**config.mk**
```make
export PLATFORM = sky130hd
export DESIGN_NAME = poly_taps_loader_flat
export DESIGN_NICKNAME = d
export VERILOG_FILES = /design/src/rtl/poly_taps_loader_if.sv /design/src/rtl/poly_taps_loader.sv /design/src/flat_wrapper.sv
export SDC_FILE = /design/constraint.sdc
export NUM_CORES = 1
export LEC_CHECK = 0
export CORE_MARGIN = 2
export CORE_UTILIZATION = 45
export DETAILED_ROUTE_END_ITERATION = 12
export PLACE_DENSITY = 0.74
export SLEW_MARGIN = 10
export SYNTH_ARGS = -nofsm -noshare
export SYNTH_HDL_FRONTEND = slang
export SYNTH_SLANG_ARGS = --single-unit
```
**constraint.sdc**
```tcl
create_clock -name clk -period 2.9 [get_ports clk]
set_clock_uncertainty 0.2 [all_clocks]
set_input_delay 0.58 -clock clk [delete_from_list [all_inputs] [get_ports clk]]
set_output_delay 0.58 -clock clk [all_outputs]
set_load 0.05 [all_outputs]
```
**src/rtl/poly_taps_loader_if.sv**
```systemverilog
// Tap write bus and DSP tap-programming port for poly_taps_loader.
//   tap_wr_addr/tap_wr_data/tap_wr_en : shadow bank write strobe (master -> slave)
//   taps_prog_dout/_valid             : tap stream to the DSP (slave -> master)
//   taps_prog_dout_ready              : DSP accepts the current tap (master -> slave)
//   taps_prog_done                    : DSP reports all taps loaded (master -> slave)
interface poly_taps_loader_if;
  logic [7:0]  tap_wr_addr;
  logic [31:0] tap_wr_data;
  logic        tap_wr_en;
  logic [31:0] taps_prog_dout;
  logic        taps_prog_dout_valid;
  logic        taps_prog_dout_ready;
  logic        taps_prog_done;

  // Loader side.
  modport slave (
    input  tap_wr_addr, tap_wr_data, tap_wr_en,
    input  taps_prog_dout_ready, taps_prog_done,
    output taps_prog_dout, taps_prog_dout_valid
  );

  // Host / DSP side.
  modport master (
    output tap_wr_addr, tap_wr_data, tap_wr_en,
    output taps_prog_dout_ready, taps_prog_done,
    input  taps_prog_dout, taps_prog_dout_valid
  );
endinterface

```
**src/rtl/poly_taps_loader.sv**
```systemverilog
// Shadow bank of N = G_POLY_ORDER+1 single-precision taps, streamed to a DSP
// tap port on request with valid/ready, then waits (bounded) for the DSP's
// done report.
//   clk, reset (async, active-low)
//   enable     : synchronous soft clear when low (bank is kept)
//   start      : one-cycle request to stream all taps
//   bus        : write bus + DSP tap port (slave modport)
//   busy       : STREAM or WAIT_DONE
//   load_done  : DONE state
//   load_error : ERROR state (done timeout)
//   wr_reject  : one-cycle pulse after a discarded write
module poly_taps_loader #(
  parameter int unsigned G_POLY_ORDER   = 5,
  parameter int unsigned G_DONE_TIMEOUT = 16
) (
  input  logic                clk,
  input  logic                reset,
  input  logic                enable,
  input  logic                start,
  poly_taps_loader_if.slave   bus,
  output logic                busy,
  output logic                load_done,
  output logic                load_error,
  output logic                wr_reject
);

  localparam int unsigned N     = G_POLY_ORDER + 1;
  localparam int unsigned IDX_W = (N > 1) ? $clog2(N) : 1;
  localparam int unsigned CNT_W = (G_DONE_TIMEOUT > 1) ? $clog2(G_DONE_TIMEOUT + 1) : 1;

  typedef enum logic [2:0] {
    S_IDLE,
    S_STREAM,
    S_WAIT_DONE,
    S_DONE,
    S_ERROR
  } state_t;

  state_t            state;
  logic [31:0]       bank [N];
  logic [IDX_W-1:0]  index;
  logic [CNT_W-1:0]  cnt;

  logic              idle_like_c;
  logic              wr_ok_c;
  logic [31:0]       tap0_c;
  logic [IDX_W-1:0]  index_inc_c;
  logic [CNT_W-1:0]  cnt_inc_c;

  // Writes are only accepted while no stream is in progress.
  assign idle_like_c = (state == S_IDLE) || (state == S_DONE) || (state == S_ERROR);
  assign wr_ok_c     = bus.tap_wr_en && (32'(bus.tap_wr_addr) < N) && idle_like_c;

  // Bypass so a write coinciding with start streams the new tap 0.
  assign tap0_c      = (wr_ok_c && (bus.tap_wr_addr == 8'd0)) ? bus.tap_wr_data : bank[0];

  assign index_inc_c = index + IDX_W'(1);
  assign cnt_inc_c   = cnt + CNT_W'(1);

  // Bank, FSM and registered outputs.
  always_ff @(posedge clk or negedge reset) begin
    if (!reset) begin
      state                    <= S_IDLE;
      for (int i = 0; i < int'(N); i++) bank[i] <= '0;
      index                    <= '0;
      cnt                      <= '0;
      bus.taps_prog_dout       <= '0;
      bus.taps_prog_dout_valid <= 1'b0;
      busy                     <= 1'b0;
      load_done                <= 1'b0;
      load_error               <= 1'b0;
      wr_reject                <= 1'b0;
    end else begin
      wr_reject <= bus.tap_wr_en && !wr_ok_c;
      if (wr_ok_c) bank[bus.tap_wr_addr[IDX_W-1:0]] <= bus.tap_wr_data;

      if (!enable) begin
        state                    <= S_IDLE;
        index                    <= '0;
        cnt                      <= '0;
        bus.taps_prog_dout       <= '0;
        bus.taps_prog_dout_valid <= 1'b0;
        busy                     <= 1'b0;
        load_done                <= 1'b0;
        load_error               <= 1'b0;
      end else begin
        case (state)
          S_IDLE, S_DONE, S_ERROR: begin
            if (start) begin
              state                    <= S_STREAM;
              index                    <= '0;
              bus.taps_prog_dout       <= tap0_c;
              bus.taps_prog_dout_valid <= 1'b1;
              busy                     <= 1'b1;
              load_done                <= 1'b0;
              load_error               <= 1'b0;
            end
          end

          S_STREAM: begin
            if (bus.taps_prog_dout_valid && bus.taps_prog_dout_ready) begin
              if (index == IDX_W'(N - 1)) begin
                state                    <= S_WAIT_DONE;
                cnt                      <= '0;
                bus.taps_prog_dout_valid <= 1'b0;
              end else begin
                index              <= index_inc_c;
                bus.taps_prog_dout <= bank[index_inc_c];
              end
            end
          end

          S_WAIT_DONE: begin
            // Done is checked first so it wins on the timeout cycle.
            if (bus.taps_prog_done) begin
              state     <= S_DONE;
              busy      <= 1'b0;
              load_done <= 1'b1;
            end else if (cnt_inc_c == CNT_W'(G_DONE_TIMEOUT)) begin
              state      <= S_ERROR;
              cnt        <= cnt_inc_c;
              busy       <= 1'b0;
              load_error <= 1'b1;
            end else begin
              cnt <= cnt_inc_c;
            end
          end

          default: begin
            state                    <= S_IDLE;
            bus.taps_prog_dout_valid <= 1'b0;
            busy                     <= 1'b0;
          end
        endcase
      end
    end
  end

endmodule

```
**src/flat_wrapper.sv**
```systemverilog
// flat-port wrapper written by rule: the top's interface ports become plain ports
module poly_taps_loader_flat 
#(
  parameter int unsigned G_POLY_ORDER   = 5,
  parameter int unsigned G_DONE_TIMEOUT = 16
)
  (clk, reset, enable, start, busy, load_done, load_error, wr_reject, bus_tap_wr_addr, bus_tap_wr_data, bus_tap_wr_en, bus_taps_prog_dout_ready, bus_taps_prog_done, bus_taps_prog_dout, bus_taps_prog_dout_valid);
  poly_taps_loader_if bus_i ();
  input  logic clk;
  input  logic reset;
  input  logic enable;
  input  logic start;
  output logic busy;
  output logic load_done;
  output logic load_error;
  output logic wr_reject;
  input wire logic [$bits(bus_i.tap_wr_addr)-1:0] bus_tap_wr_addr;
  input wire logic [$bits(bus_i.tap_wr_data)-1:0] bus_tap_wr_data;
  input wire logic [$bits(bus_i.tap_wr_en)-1:0] bus_tap_wr_en;
  input wire logic [$bits(bus_i.taps_prog_dout_ready)-1:0] bus_taps_prog_dout_ready;
  input wire logic [$bits(bus_i.taps_prog_done)-1:0] bus_taps_prog_done;
  output wire logic [$bits(bus_i.taps_prog_dout)-1:0] bus_taps_prog_dout;
  output wire logic [$bits(bus_i.taps_prog_dout_valid)-1:0] bus_taps_prog_dout_valid;
  assign bus_i.tap_wr_addr = bus_tap_wr_addr;
  assign bus_i.tap_wr_data = bus_tap_wr_data;
  assign bus_i.tap_wr_en = bus_tap_wr_en;
  assign bus_i.taps_prog_dout_ready = bus_taps_prog_dout_ready;
  assign bus_i.taps_prog_done = bus_taps_prog_done;
  assign bus_taps_prog_dout = bus_i.taps_prog_dout;
  assign bus_taps_prog_dout_valid = bus_i.taps_prog_dout_valid;
  poly_taps_loader #(.G_POLY_ORDER(G_POLY_ORDER), .G_DONE_TIMEOUT(G_DONE_TIMEOUT)) u_core (.clk(clk), .reset(reset), .enable(enable), .start(start), .bus(bus_i), .busy(busy), .load_done(load_done), .load_error(load_error), .wr_reject(wr_reject));
endmodule
```
* After elaboration in Yosys (flattened, before gate mapping)
Cells that the tools add are included. W data, S select, Z words.
Operators by class: magnitude comparators 4, add/subtract/negate cells 2, bitwise operators 2, reductions and logical operators 19, equality and inequality tests 19, mux-type cells 46
Operators by type and width (count):
- $mux W32 | 8
- $bwmux W192 | 1
- $bmux W32 S3 | 1
- $demux W32 S3 | 1
- $pmux W32 S2 | 1
- $mux W3 | 10
- $mux W5 | 4
- $reduce_and A4 Y1 | 5
- $mux W1 | 13
- $ne A3 B3 Y1 const B | 4
- $pmux W5 S2 | 1
- $ne A3 B1 Y1 const B | 3
- $ne A3 B2 Y1 const B | 3
- $pmux W3 S3 | 1
- $ge A4 B4 Y1 const B | 2
- $logic_not A8 Y1 | 1
- $lt A8 B3 Y1 const B | 1
- $not A3 Y4 | 2
- $eq A3 B2 Y1 const B | 2
- $eq A3 B3 Y1 const B | 2
- $logic_and A1 B1 Y1 | 6
- $pmux W1 S3 | 2
- $pmux W3 S2 | 1
- $reduce_and A3 Y1 | 2
- 12 further kinds | 15
Storage, ports and cells: bits in registers 240

* Longest topological paths before layout
Gate-level depths: netlist (run 1).
word-level depth 9, depth in mapped cells 9

* Worst setup path after synthesis (run 1)
No wires, ideal clock.
kind input -> register, start point in bus_tap_wr_addr[7], end point reg u_core.bank[128] in the netlist's numbering, data arrival time 2232 ps, setup slack 343 ps, library setup time 125 ps, buffers on the path 1, stages 5, required time 2575 ps, cell sequence or3_1 -> a211oi_1 -> nor3b_2 -> buf_2 -> mux2_2
On the way: cells in the longest elaborated chain, start to end 3
RTL lines:
- start: declaration | RTL line flat_wrapper.sv:17 | input wire logic [$bits(bus_i.tap_wr_addr)-1:0] bus_tap_wr_addr;
- $lt A8 B3 Y1 | RTL line poly_taps_loader.sv:52 | assign wr_ok_c = bus.tap_wr_en && (32'(bus.tap_wr_addr) < N) && idle_like_c;
- $logic_and A1 B1 Y1 (2 in series) | RTL line poly_taps_loader.sv:52
- end signal: indexed assignment | RTL line poly_taps_loader.sv:75 | if (wr_ok_c) bank[bus.tap_wr_addr[IDX_W-1:0]] <= bus.tap_wr_data;
- end: declaration | RTL line poly_taps_loader.sv:40 | logic [31:0] bank [N];
Every way passes these cells. A chain may end at the register's enable or synchronous reset.

* Worst setup path after layout (run 1)
start point reg u_core.bus.taps_prog_dout_valid, end point out bus_taps_prog_dout_valid
RTL lines:
- start: declaration | RTL line poly_taps_loader_if.sv:19 | output taps_prog_dout, taps_prog_dout_valid
- start signal: assignment | RTL line poly_taps_loader.sv:68 | bus.taps_prog_dout_valid <= 1'b0;
- start signal: assignment | RTL line poly_taps_loader.sv:82 | bus.taps_prog_dout_valid <= 1'b0;
- start signal: assignment | RTL line poly_taps_loader.sv:93 | bus.taps_prog_dout_valid <= 1'b1;
- end: declaration | RTL line flat_wrapper.sv:23 | output wire logic [$bits(bus_i.taps_prog_dout_valid)-1:0] bus_taps_prog_dout_valid;
No word-level cell between the ends.

==> metrics, run 1 <==
outcome=finished, final reports clean; initial antenna violation count=0; top cell type's share of synthesized area=53.7%; FFs w/ async S/R, synth=100%; CTS tree=yes; vias in the first global route=7502; dpl ws=-0.187 ns; Worst slew margin=61.5%; Layout area overhead=22.3%; met2 GRT Util=31.7%; Power Density=736 mW/mm2; Yosys top cell by area=dfrtp_1; Max Cap Viol=0; Via Count=7134; crit path cell chain=clkdlybuf4s50_1; average cell area after synthesis=14.2 um2; final period utilization=89.8%; Top Usage Layer GRT=met2; number of remaining DRC errors=0; max-slew violations=0; root buffer cell=clkbuf_16; first-pass GRT wire length=41900 um; RSZ-0062 raised after global routing=false; Mapped Nets=835; Commonest cells post-synth=240 x dfrtp_1, 193 x mux2_2, 42 x nor2_1, 32 x a21oi_1, 32 x mux4_2; most instantiated library cell after synthesis=dfrtp_1; core area=0.0244 mm2; Worst path depth=1; # port buffers=83; Initial Util=45.9%; synth warn=0; met3 GRT Util=2.63%; # diodes=0; clock sink total=240; worst skew pair latency=0.51 ns; Critical Path Source Type=flop; Setup Buffers After CTS=0; Required @ worst endpoint=2.12 ns; WS Path Type=flop to output pin; DRT iter0 DRCs=410; num rows=57; RR Endpoint=u_core.bank[151]$_DFFE_PN0P_; Syn Inst Count=785; Critical path origin=u_core.bus.taps_prog_dout_valid$_DFFE_PN0P_; Reg clk slew, reported paths=0.06 ns; Routed WL per cell=20.6 um; final RePlAce weighted congestion=0.794; slowest CP cell=clkdlybuf4s50_1; endpoints failing hold=0; largest net degree at the start of global routing=72; worst hold margin=0.297 ns; Vias/cell=5.76; synth unique cells=50; WL final=25500 um; Critical Path Fanout Max=7; Fmax=384 MHz; DIE AREA=0.0261 mm2; # IOs=84; fin crit period=2.60 ns; worst r2r path cells=6; Worst Path Buf+Inv=1; critical path's largest stage delay=0.85 ns; top post-synthesis cells by area=dfrtp_1 54%, mux2_2 19%, mux4_2 6.4%; setup violators final=0; Final WS setup=0.295 ns; Leak Pwr=6.22 nW; Die Width=162 um; drt first pass iters=4; Clock Tree Buf Depth=3; GRT Total Usage=20.0%; FF-to-FF Start=u_core.state[2]$_DFFE_PN0P_; TritonCTS Buffers=26; met1 Resource Use GR=30.0%; grt total ovfl=0; nets=945; chip height=162 um; #FFs+latches synth=240; Syn Std Cell Area=0.0112 mm2; Reg2Reg Setup Slack=0.39 ns; Crit. End Element=output pin; top_reg_cell synth=dfrtp_1; slew of the pin with the lowest slew margin=0.578 ns; sequential share of the synthesized area=53.7%; min-delay worst type=flop to flop; share of cells above drive strength 1=39.3%; crit-path leading delay family=buffers and inverters; post-route ant nets=0; Clock H-tree levels=1; DP HPWL=16400 um; WP data arrival=1.82 ns; worst setup path endpoint=bus_taps_prog_dout_valid; VDD IR-drop max=0.000509 V; EDFF count, synth=0
## power by group
part	leakage (nW)	switching [mW]	internal (mW)
clock network	0.439	1.30	2.11
logic	2.50	1.65	1.05
registers	3.29	0.252	3.71
total	6.22	3.20	6.86
## worst min-delay path by stage
stage	from	to	slack, ns	cells after the start
floorplan	reset	u_core.bank[0]$_DFFE_PN0P_	0.08	0
CTS	u_core.bank[7]$_DFFE_PN0P_	u_core.bank[7]$_DFFE_PN0P_	0.30	1
global route	u_core.bank[100]$_DFFE_PN0P_	u_core.bank[100]$_DFFE_PN0P_	0.31	1
detailed placement	u_core.bank[69]$_DFFE_PN0P_	u_core.bank[69]$_DFFE_PN0P_	0.29	1
global placement	u_core.bank[7]$_DFFE_PN0P_	u_core.bank[7]$_DFFE_PN0P_	0.28	1
finish	u_core.bank[7]$_DFFE_PN0P_	u_core.bank[7]$_DFFE_PN0P_	0.30	1
## through the flow
stage	setup TNS [ns]	area [um2]	util, %	power [mW]	cells
floorplan	0	11200	-	5.70	785
global placement	-15.42	12800	52.4	6.68	1190
detailed placement	-15.58	12800	52.4	6.73	1190
CTS	0	13700	56.1	10.2	1238
global route	0	13700	56.1	10.5	1238
finish	0	13700	56.1	10.1	1238
## metal layers
layer / vias up / wire [um]
met2: 172 / 11900
met3: 30 / 1100
met1: 3735 / 12100
li1: 3197 / -
met5: - / 0
met4: 0 / 382
## cell families after synthesis
group / share of synthesized area [%]
muxes: 29.0
DFF: 53.7
AOI/OAI and AO/OA: 10.1
and+or+nand+nor: 4.41
buffers and inverters: 2.26
xor gates and xnor gates: 0.235
adders and majority gates: 0.336
## flip-flops by register name, summed over array words and instances, names as in the netlist
register	flops
u_core.wr_reject	1
u_core.load_error	1
u_core.index	3
u_core.bus.taps_prog_dout_valid	1
u_core.cnt	5
u_core.busy	1
u_core.state	3
u_core.bank	192
u_core.load_done	1
u_core.bus.taps_prog_dout	32
## what timing repair did
action / 4_1_cts / 5_1_grt
gates resized for setup: 0 / 0
hold buffers: 1 / 0
endpoints found under the hold margin: 67 / 0
## layout by cell type, fill, tap and decap left out, types with 4 or more instances in the layout
cell type,synthesis,layout
clkdlybuf4s50_1,0,82
clkinv_2,0,7
o2bb2ai_1,31,31
a221oi_2,30,30
buf_4,0,37
nand2_1,18,18
inv_1,5,5
nand2b_1,6,6
mux2i_1,30,30
mux2_2,193,193
o21ai_0,10,10
mux2_1,4,4
a31oi_1,4,4
mux4_2,32,32
nand3_1,5,5
bufinv_16,0,4
a21oi_1,32,32
dfrtp_1,240,239
nor2_1,42,40
clkbuf_16,0,27
clkbuf_1,21,7
buf_12,0,14
## worst register-to-register path: stages, from the launching register on
cell      delay, ns
dfrtp_1        0.45
nand3b_1       0.38
a211oi_1       0.33
buf_4          0.16
nor3b_4        0.29
buf_12         0.22
mux2_2         0.35
## cell type report
class / instances / area, um2
clock buffers: 36 / 729
clock inverters: 11 / 155
fillers: 1974 / 10700
inverters: 5 / 18.8
multi-input cells: 487 / 4950
flip-flops and latches: 240 / 6010
well taps: 324 / 405
repair buffers: 135 / 1400
No activity file was read; power rests on OpenSTA's default activity.
==> run 2, diff against run 1 <==
- CELL_PAD_IN_SITES_DETAIL_PLACEMENT: default -> 1
- CELL_PAD_IN_SITES_GLOBAL_PLACEMENT: default -> 1
- PLACE_DENSITY: 0.74 -> 0.84
- REMOVE_ABC_BUFFERS: default -> 1
==> run 2 against run 1 <==
Against the previous run: utilization increased by 0.15 points; final cell count fell by 0.32%; global-route usage increased by 2.7 points; die area did not move; fmax decreased by 3.3%; flip-flop and latch count did not move; register-to-register slack lost 0.17 ns; combinational power is 2% higher; clock-buffer cell count up 5; wire length up 13%; cell area up 0.27%; first-iteration DRC count is 21% lower.
==> metrics, run 2 (synthesis gave the netlist of run 1 again) <==
Leak Pwr=6.24 nW; critical path's largest stage delay=0.56 ns; VDD IR-drop max=0.000502 V; FF-to-FF Start=u_core.index[0]$_DFFE_PN0P_; Crit. End Element=flop; DRT iter0 DRCs=324; post-layout util=56.2%; endpoints failing hold=0; initial antenna violation count=0; worst r2r path cells=7; commonest non-fill, non-tap cell in the layout=dfrtp_1; share of cells above drive strength 1=39.6%; WS Path Type=input port to flop; core area=0.0244 mm2; drt first pass iters=4; RR Endpoint=u_core.bus.taps_prog_dout[0]$_DFFE_PN0P_; Critical Path Source Type=input port; clock sink total=240; max-slew violations=0; fin area=0.0137 mm2; Power Density=746 mW/mm2; nets=940; Clock H-tree levels=1; largest net degree at the start of global routing=68; max reg flops=192; Max Cap Viol=0; fin crit period=2.69 ns; Largest Register=u_core.bank; Critical path origin=bus_tap_wr_en; WP data arrival=2.88 ns; CTS tree=yes; Vias/cell=5.84; Die Width=162 um; worst skew pair latency=0.54 ns; slew of the pin with the lowest slew margin=0.582 ns; GRT Total Usage=22.7%; final RePlAce weighted congestion=0.770; Reg2Reg Setup Slack=0.22 ns; worst setup path endpoint=u_core.bus.taps_prog_dout[0]$_DFFE_PN0P_; slowest CP cell=a221oi_1; root buffer cell=clkbuf_16; num rows=57; Layout area overhead=22.6%; outcome=finished, final reports clean; final period utilization=92.9%; DP HPWL=17100 um; Post-DP Area=0.0128 mm2; most frequent cells in the layout=239 x dfrtp_1, 193 x mux2_2, 82 x clkdlybuf4s50_1, 40 x nor2_1; Reg clk slew, reported paths=0.06 ns; WL final=28700 um; crit path cell chain=clkdlybuf4s50_1 -> or3b_2 -> a2111oi_4 -> nor2b_4 -> a221oi_1 -> a21oi_1; TritonCTS Buffers=27; min-delay worst type=flop to flop; Top Registers=u_core.bank: 192 flops, u_core.bus.taps_prog_dout: 32 flops, u_core.cnt: 5 flops; # port buffers=83; post-route ant nets=0; Worst slew margin=61.2%; number of remaining DRC errors=0; DIE AREA=0.0261 mm2; first-pass GRT wire length=46700 um; chip height=162 um; Fmax=371 MHz; Initial Util=45.9%; Hold Path Stages=1; # diodes=0; Routed WL per cell=23.3 um; Critical Path Fanout Max=9; setup violators final=0; Via Count=7205; vias in the first global route=8332; Required @ worst endpoint=3.09 ns; # IOs=84; grt total ovfl=0; Clock Tree Buf Depth=3; RSZ-0062 raised after global routing=false
run 2: cell count changes in the layout (fill, tap and decap cells not counted), moves of 2 or more:
cell / previous run / this run
bufinv_16: 4 / 2
buf_4: 37 / 28
clkinv_2: 7 / 4
clkbuf_1: 7 / 4
clkbuf_8: 2 / 10
buf_12: 14 / 17
run 2: report_power, final:
| group | internal [mW] | switching, mW | leakage (nW) |
|---|---|---|---|
| registers | 3.71 | 0.258 | 3.29 |
| clock network | 2.14 | 1.36 | 0.462 |
| logic | 1.07 | 1.69 | 2.49 |
| total | 6.92 | 3.31 | 6.24 |
run 2: repair_timing:
item                                    in CTS  in global routing
hold buffers                                 1                  0
endpoints found under the setup margin       0                  0
resized for setup                            0                  0
setup buffers                                0                  0
hold endpoints to repair                    64                  0
run 2: cell type report:
type | count | area, um2
Tap cell | 324 | 405
Clock buffer | 41 | 828
Multi-Input combinational cell | 487 | 4960
Fill cell | 2320 | 10700
Timing Repair Buffer | 129 | 1400
Sequential cell | 240 | 6010
Clock inverter | 8 | 97.6
Inverter | 5 | 18.8
run 2: how the worst min path moves through the flow:
stage                                              end                         start
final                      u_core.bank[63]$_DFFE_PN0P_   u_core.bank[63]$_DFFE_PN0P_
after global routing      u_core.bank[109]$_DFFE_PN0P_  u_core.bank[109]$_DFFE_PN0P_
after CTS                 u_core.load_done$_DFFE_PN0P_  u_core.load_done$_DFFE_PN0P_
after detailed placement   u_core.bank[28]$_DFFE_PN0P_   u_core.bank[28]$_DFFE_PN0P_
after global placement     u_core.bank[28]$_DFFE_PN0P_   u_core.bank[28]$_DFFE_PN0P_
after floorplan             u_core.bank[0]$_DFFE_PN0P_                         reset
run 2: metal layers:
metal  vias up  GRT usage, %  wire [um]
li1       3188             -          -
met1      3813          30.6      12300
met2       163          39.1      14600
met3        41          2.76       1200
met4         0          6.72        559
met5         -             0          0
run 2: metrics by stage:
step / hold WS [ns] / worst slack (ns) / power [mW] / std cells / setup TNS (ns)
after floorplan: 0.0844 / -2.05 / 5.69 / 732 / -138.16
final: 0.300 / 0.207 / 10.2 / 1234 / 0
after global routing: 0.314 / 0.0869 / 10.7 / 1234 / 0
after global placement: 0.276 / -0.173 / 6.71 / 1184 / -14.10
after CTS: 0.297 / 0.237 / 10.3 / 1234 / 0
after detailed placement: 0.280 / -0.225 / 6.78 / 1184 / -20.56
run 2: critical path, delay by kind of cell:
family	cells	cell delay, ns
AOI/OAI and AO/OA	3	1.11
and+or+nand+nor	2	0.70
buffers and inverters	1	0.49
